===== src/rtl/comparator_seq_pkg.sv =====
// comparator_seq_pkg: shared types and constants for the nibble-serial comparator.
// Provides the FSM state enum, the nibble width and the nibble-count helper.
package comparator_seq_pkg;

    typedef enum logic [1:0] {
        ST_IDLE,
        ST_RUN,
        ST_DONE
    } cmp_state_t;

    localparam int NIBBLE_W = 4;

    function automatic int nib_count(input int width);
        return width / NIBBLE_W;
    endfunction

endpackage


===== src/rtl/comparator_seq_ctrl_if.sv =====
// comparator_seq_ctrl_if: operand (valid/ready) and result (valid/ready) bundle.
// slave = comparator side; master = producer/consumer side.
interface comparator_seq_ctrl_if #(
    parameter int WIDTH = 16
);
    logic             in_valid;
    logic             in_ready;
    logic [WIDTH-1:0] a;
    logic [WIDTH-1:0] b;
    logic             out_valid;
    logic             out_ready;
    logic             eq;
    logic             gt;
    logic             lt;

    modport slave (
        input  in_valid, a, b, out_ready,
        output in_ready, out_valid, eq, gt, lt
    );

    modport master (
        output in_valid, a, b, out_ready,
        input  in_ready, out_valid, eq, gt, lt
    );
endinterface


===== src/rtl/comparator_4bit.sv =====
// comparator_4bit: combinational 4-bit unsigned magnitude comparator slice.
// Ports: i_a, i_b (4b operands); o_eq, o_gt, o_lt (one-hot result).
module comparator_4bit (
    input  logic [3:0] i_a,
    input  logic [3:0] i_b,
    output logic       o_eq,
    output logic       o_gt,
    output logic       o_lt
);
    assign o_eq = (i_a == i_b);
    assign o_gt = (i_a > i_b);
    assign o_lt = (i_a < i_b);
endmodule


===== src/rtl/comparator_seq_ctrl.sv =====
// comparator_seq_ctrl: compares two WIDTH-bit operands one nibble per cycle, MSB first.
// Ports: clk, rst (sync, active-high), bus (slave: in_valid/in_ready/a/b, out_valid/out_ready/eq/gt/lt).
// Optional macro COMPARATOR_SEQ_EARLY_EXIT_EN: finish on the first unequal nibble.
module comparator_seq_ctrl
    import comparator_seq_pkg::*;
#(
    parameter int WIDTH = 16
) (
    input  logic                 clk,
    input  logic                 rst,
    comparator_seq_ctrl_if.slave bus
);
    localparam int NIB   = nib_count(WIDTH);
    localparam int IDX_W = (NIB > 1) ? $clog2(NIB) : 1;
    localparam logic [IDX_W-1:0] IDX_LAST = IDX_W'(NIB - 1);

    generate
        if ((WIDTH % NIBBLE_W) != 0 || WIDTH < NIBBLE_W) begin : g_bad_width
            $error("comparator_seq_ctrl: WIDTH must be a multiple of 4 and >= 4");
        end
    endgenerate

    cmp_state_t          r_state;
    logic [WIDTH-1:0]    r_a;
    logic [WIDTH-1:0]    r_b;
    logic [IDX_W-1:0]    r_idx;
    logic                r_decided;
    logic                r_gt;
    logic                r_lt;
    logic                r_eq_o;
    logic                r_gt_o;
    logic                r_lt_o;
    logic                r_in_ready;
    logic                r_out_valid;

    logic [NIBBLE_W-1:0] w_a_nib;
    logic [NIBBLE_W-1:0] w_b_nib;
    logic                w_s_eq;
    logic                w_s_gt;
    logic                w_s_lt;
    logic                w_accept;
    logic                w_dec_now;
    logic                w_last;
    logic                w_fin_eq;
    logic                w_fin_gt;
    logic                w_fin_lt;

    assign w_a_nib = r_a[int'(r_idx) * NIBBLE_W +: NIBBLE_W];
    assign w_b_nib = r_b[int'(r_idx) * NIBBLE_W +: NIBBLE_W];

    comparator_4bit u_slice (
        .i_a  (w_a_nib),
        .i_b  (w_b_nib),
        .o_eq (w_s_eq),
        .o_gt (w_s_gt),
        .o_lt (w_s_lt)
    );

    assign w_accept  = (r_state == ST_IDLE) && r_in_ready && bus.in_valid;
    assign w_dec_now = !w_s_eq && !r_decided;

`ifdef COMPARATOR_SEQ_EARLY_EXIT_EN
    assign w_last = (r_idx == '0) || w_dec_now;
`else
    assign w_last = (r_idx == '0);
`endif

    // The first unequal nibble owns the verdict; lower nibbles only
    // matter when every higher nibble matched.
    assign w_fin_eq = !r_decided && w_s_eq;
    assign w_fin_gt = r_decided ? r_gt : w_s_gt;
    assign w_fin_lt = r_decided ? r_lt : w_s_lt;

    always_ff @(posedge clk) begin
        if (w_accept) begin
            r_a <= bus.a;
            r_b <= bus.b;
        end
    end

    always_ff @(posedge clk) begin
        if (rst) begin
            r_state     <= ST_IDLE;
            r_idx       <= '0;
            r_decided   <= 1'b0;
            r_gt        <= 1'b0;
            r_lt        <= 1'b0;
            r_eq_o      <= 1'b0;
            r_gt_o      <= 1'b0;
            r_lt_o      <= 1'b0;
            r_in_ready  <= 1'b0;
            r_out_valid <= 1'b0;
        end else begin
            unique case (r_state)
                ST_IDLE: begin
                    r_in_ready <= 1'b1;
                    if (w_accept) begin
                        r_in_ready <= 1'b0;
                        r_idx      <= IDX_LAST;
                        r_decided  <= 1'b0;
                        r_gt       <= 1'b0;
                        r_lt       <= 1'b0;
                        r_state    <= ST_RUN;
                    end
                end
                ST_RUN: begin
                    if (w_dec_now) begin
                        r_decided <= 1'b1;
                        r_gt      <= w_s_gt;
                        r_lt      <= w_s_lt;
                    end
                    if (w_last) begin
                        r_state     <= ST_DONE;
                        r_out_valid <= 1'b1;
                        r_eq_o      <= w_fin_eq;
                        r_gt_o      <= w_fin_gt;
                        r_lt_o      <= w_fin_lt;
                    end else begin
                        r_idx <= r_idx - 1'b1;
                    end
                end
                ST_DONE: begin
                    if (bus.out_ready) begin
                        r_state     <= ST_IDLE;
                        r_out_valid <= 1'b0;
                        r_in_ready  <= 1'b1;
                    end
                end
                default: begin
                    r_state <= ST_IDLE;
                end
            endcase
        end
    end

    assign bus.in_ready  = r_in_ready;
    assign bus.out_valid = r_out_valid;
    assign bus.eq        = r_eq_o;
    assign bus.gt        = r_gt_o;
    assign bus.lt        = r_lt_o;

endmodule

===== src/flat_wrapper.sv =====
// flat-port wrapper written by rule: the top's interface ports become plain ports
module comparator_seq_ctrl_flat import comparator_seq_pkg::*;
#(
    parameter int WIDTH = 16
)
  (clk, rst, bus_in_valid, bus_a, bus_b, bus_out_ready, bus_in_ready, bus_out_valid, bus_eq, bus_gt, bus_lt);
  comparator_seq_ctrl_if #(.WIDTH(WIDTH)) bus_i ();
  input  logic clk;
  input  logic rst;
  input wire logic [$bits(bus_i.in_valid)-1:0] bus_in_valid;
  input wire logic [$bits(bus_i.a)-1:0] bus_a;
  input wire logic [$bits(bus_i.b)-1:0] bus_b;
  input wire logic [$bits(bus_i.out_ready)-1:0] bus_out_ready;
  output wire logic [$bits(bus_i.in_ready)-1:0] bus_in_ready;
  output wire logic [$bits(bus_i.out_valid)-1:0] bus_out_valid;
  output wire logic [$bits(bus_i.eq)-1:0] bus_eq;
  output wire logic [$bits(bus_i.gt)-1:0] bus_gt;
  output wire logic [$bits(bus_i.lt)-1:0] bus_lt;
  assign bus_i.in_valid = bus_in_valid;
  assign bus_i.a = bus_a;
  assign bus_i.b = bus_b;
  assign bus_i.out_ready = bus_out_ready;
  assign bus_in_ready = bus_i.in_ready;
  assign bus_out_valid = bus_i.out_valid;
  assign bus_eq = bus_i.eq;
  assign bus_gt = bus_i.gt;
  assign bus_lt = bus_i.lt;
  comparator_seq_ctrl #(.WIDTH(WIDTH)) u_core (.clk(clk), .rst(rst), .bus(bus_i));
endmodule

===== config.mk =====
export PLATFORM = sky130hd
export DESIGN_NAME = comparator_seq_ctrl_flat
export DESIGN_NICKNAME = d
export VERILOG_FILES = /design/src/rtl/comparator_seq_pkg.sv /design/src/rtl/comparator_seq_ctrl_if.sv /design/src/rtl/comparator_4bit.sv /design/src/rtl/comparator_seq_ctrl.sv /design/src/flat_wrapper.sv
export SDC_FILE = /design/constraint.sdc
export NUM_CORES = 1
export LEC_CHECK = 0
export ABC_AREA = 0
export BUFFER_PORTS_ARGS = -buffer_cell sky130_fd_sc_hd__buf_2
export CORE_ASPECT_RATIO = 1.2
export CORE_MARGIN = 2
export CORE_UTILIZATION = 52
export DETAILED_ROUTE_END_ITERATION = 6
export PLACE_DENSITY = 0.79
export SETUP_SLACK_MARGIN = 0.3
export SYNTH_ARGS = -nofsm -noshare
export SYNTH_HDL_FRONTEND = slang
export SYNTH_SLANG_ARGS = --single-unit
export TNS_END_PERCENT = 100

===== constraint.sdc =====
create_clock -name clk -period 3.5 [get_ports clk]
set_input_delay 0 -clock clk [delete_from_list [all_inputs] [get_ports clk]]
set_output_delay 0 -clock clk [all_outputs]
set_load 0.01 [all_outputs]

==> results.json <==
{
  "clk_path_buf_depth": 2,
  "first_global_vias": 1256,
  "met3_length_um": 146,
  "multi_input_area_um2": 515.5,
  "cts.sinks": 44,
  "ant_nets": 0,
  "ys_seq_area_share_pct": 68.09,
  "cp-start-kind": "register",
  "grt_pass1_wl_mm": 5.478,
  "combPwrFrac_pct": 14.1,
  "core_mm2": 0.003281,
  "synth.avg_cell_area_um2": 15.48,
  "rows": 23,
  "internal_power_uw": 900.6,
  "vias": 1195,
  "ys_types": 28,
  "gr-total-overflow": 0,
  "dp_hpwl_mm": 2.128,
  "top_layer_used": "met4",
  "cellPowerDensity_mw_per_mm2": 479.0,
  "finalMaxSlewViolations": 0,
  "grt.total_usage_pct": 19.52,
  "drt_pass1_iterations": 4,
  "die_area_mm2": 0.003876,
  "cp.arrival_ns": 3.07,
  "num-fill-cells": 208,
  "cts_max_level": 2,
  "tns_ns": 0,
  "synth_area_mm2": 0.001764,
  "hold_path_class": "in2reg",
  "fmax_ghz": 0.3510,
  "placedCellCount": 187,
  "root_buffer": "clkbuf_8",
  "cts_tree": "yes",
  "antenna_found_initial": 0,
  "timing.slew.headroom_pct": 18.74,
  "post-route-drc-count": 0,
  "initial_core_util_pct": 53.78,
  "synthToLayoutAreaGrowth_pct": 37.45,
  "portBuffers": 40,
  "critical_path.max_fanout": 11,
  "final_cells": 227,
  "wl_mm": 3.366,
  "syn_nets": 155,
  "status": "finished clean",
  "synth_area_leader_cell": "edfxtp_1",
  "p_seq_share_pct": 53.3,
  "crit_chain": "mux4_2 > ha_1 > and4_1 > or3_1 > or3b_1 > o22ai_1",
  "wl_met2_mm": 1.849,
  "wl_per_cell_um": 14.83,
  "final_layout_size_suffix_gt1_share_pct": 30.00,
  "seq_area_mm2": 0.001201,
  "clk_pin_slew_ns": 0.08,
  "swShare_pct": 22.46,
  "diodes": 0,
  "switching_power_uw": 260.9,
  "cp.required_ns": 3.72,
  "irDropWorstVdd_uv": 405.1,
  "via_per_inst": 5.264,
  "async_flop_share_pct": 0,
  "yosysWarnings": 0,
  "grt_max_degree": 34,
  "met1_length_mm": 1.331,
  "io_pins": 41,
  "cpPeakStageDelay_ns": 0.71,
  "synth_top_area_share_pct": 54.47,
  "finalSetupViolCount": 0,
  "worst_path_max_delay_cell": "dfxtp_1",
  "ys_seq_elements": 44,
  "syn_inst": 114,
  "crit_type": "reg2reg",
  "synth_edf_count": 32,
  "post_cts_buffers": 0,
  "die-width_um": 57.17,
  "synth_ff_type": "edfxtp_1",
  "numCtsBuffers": 5,
  "worstMarginPinSlew_ns": 1.218,
  "power_uw": 1161,
  "period_needed_ns": 2.849,
  "gp_congestion": 0.7723,
  "skew_ns": 0.01060,
  "clkLatencyLatePin_ns": 0.30,
  "drv_cap": 0,
  "period_share_pct": 81.40,
  "die_y_um": 67.81,
  "rsz0062_at_grt": "false",
  "pwr-share-clk_pct": 32.6,
  "hold_viol": 0,
  "final_nets": 230,
  "yosys-top-cells-area": "edfxtp_1, dfxtp_1, mux4_2, ha_1, a21oi_1",
  "drt-initial-drc-count": 25,
  "crit_path_end_kind": "register",
  "leakage_uw": 0.0009469
}
through the flow:
step	util (%)	worst slack (ns)	hold WS [ns]	area, um2
6_report	73.91	0.6510	0.05143	2425
5_1_grt	73.91	0.4710	0.06538	2425
4_1_cts	73.91	0.6177	0.03899	2425
3_5_place_dp	60.76	0.6211	0.1781	1993
3_3_place_gp	60.76	0.7580	0.1762	1993
2_1_floorplan	-	0.9194	0.07161	1764
cell families after synthesis:
logic type	share of synthesized area (%)
DFF	68.08
and+or+nand+nor	9.434
AOI/OAI and AO/OA	6.028
buffers and inverters	2.695
muxes	10.21
adders and majority gates	3.546
placed cells by master, fill, tap and decap left out, types with 5 or more instances in the layout:
| cell | netlist | routed |
|---|---|---|
| buf_2 | 2 | 40 |
| dlygate4sd3_1 | 0 | 32 |
| edfxtp_1 | 32 | 32 |
| dfxtp_1 | 12 | 12 |
| a21oi_1 | 9 | 9 |
| mux4_2 | 8 | 8 |
| inv_1 | 8 | 8 |
| nor2_1 | 7 | 7 |
| ha_1 | 5 | 5 |
| clkbuf_8 | 0 | 5 |
power groups by stage:
stage	clock network, uW	logic, uW	registers [uW]
finish	379	164	618
global route	405	183	623
CTS	386	164	619
detailed placement	0	136	631
global placement	0	129	628
floorplan	0	101	618
state kept, by name, summed over array words and instances (netlist names):
signal                cells
u_core.r_a               16
u_core.r_b               16
u_core.r_idx              2
u_core.r_state            2
u_core.bus.eq             1
u_core.bus.gt             1
u_core.bus.in_ready       1
u_core.bus.lt             1
u_core.bus.out_valid      1
u_core.r_decided          1
u_core.r_gt               1
u_core.r_lt               1
worst max-delay path, delay by kind of cell (launching register included):
family	cells	cell delay (ns)
adder cells (fa/ha/maj)	1	0.33
multiplexers	1	0.58
flip-flops	1	0.71
AND/OR/NAND/NOR	3	1.01
AO/OA/AOI/OAI	1	0.15
metal layers:
| layer | track usage (%) | up-vias |
|---|---|---|
| li1 | - | 582 |
| met1 | 20.23 | 569 |
| met2 | 36.93 | 38 |
| met3 | 5.556 | 6 |
| met4 | 7.849 | 0 |
| met5 | 0 | - |
Yosys cell counts, drive strengths merged (3+ instances only):
| library cell | count |
|---|---|
| nand2 | 3 |
| inv | 8 |
| nor2 | 7 |
| a211oi | 3 |
| nand3b | 3 |
| mux4 | 8 |
| ha | 5 |
| a21oi | 9 |
| dfxtp | 12 |
| edfxtp | 32 |
layout make-up:
cell class                      count  area share, %
Inverter                            8          1.238
Sequential cell                    44          49.54
Clock buffer                        5          2.838
Tap cell                           37          1.909
Multi-Input combinational cell     58          21.26
Timing Repair Buffer               72          21.47
Clock inverter                      3          1.754
path summary, 6_finish.rpt:
path | from | to | slack (ns) | cells past startpoint
min | rst | u_core.bus.out_valid$_SDFFE_PP0P_ | 0.05 | 2
min reg2reg | u_core.bus.eq$_SDFFE_PP0P_ | u_core.bus.eq$_SDFFE_PP0P_ | 0.47 | 2
max reg2reg | u_core.r_idx[0]$_SDFFE_PP0P_ | u_core.bus.gt$_SDFFE_PP0P_ | 0.65 | 6
max | u_core.r_idx[0]$_SDFFE_PP0P_ | u_core.bus.gt$_SDFFE_PP0P_ | 0.65 | 6
repair_timing:
action                                 in CTS  in global routing
hold buffers                               32                  0
endpoints found under the hold margin      32                  0
gates resized for setup                     0                  0
(Power assumes the default switching activity.)
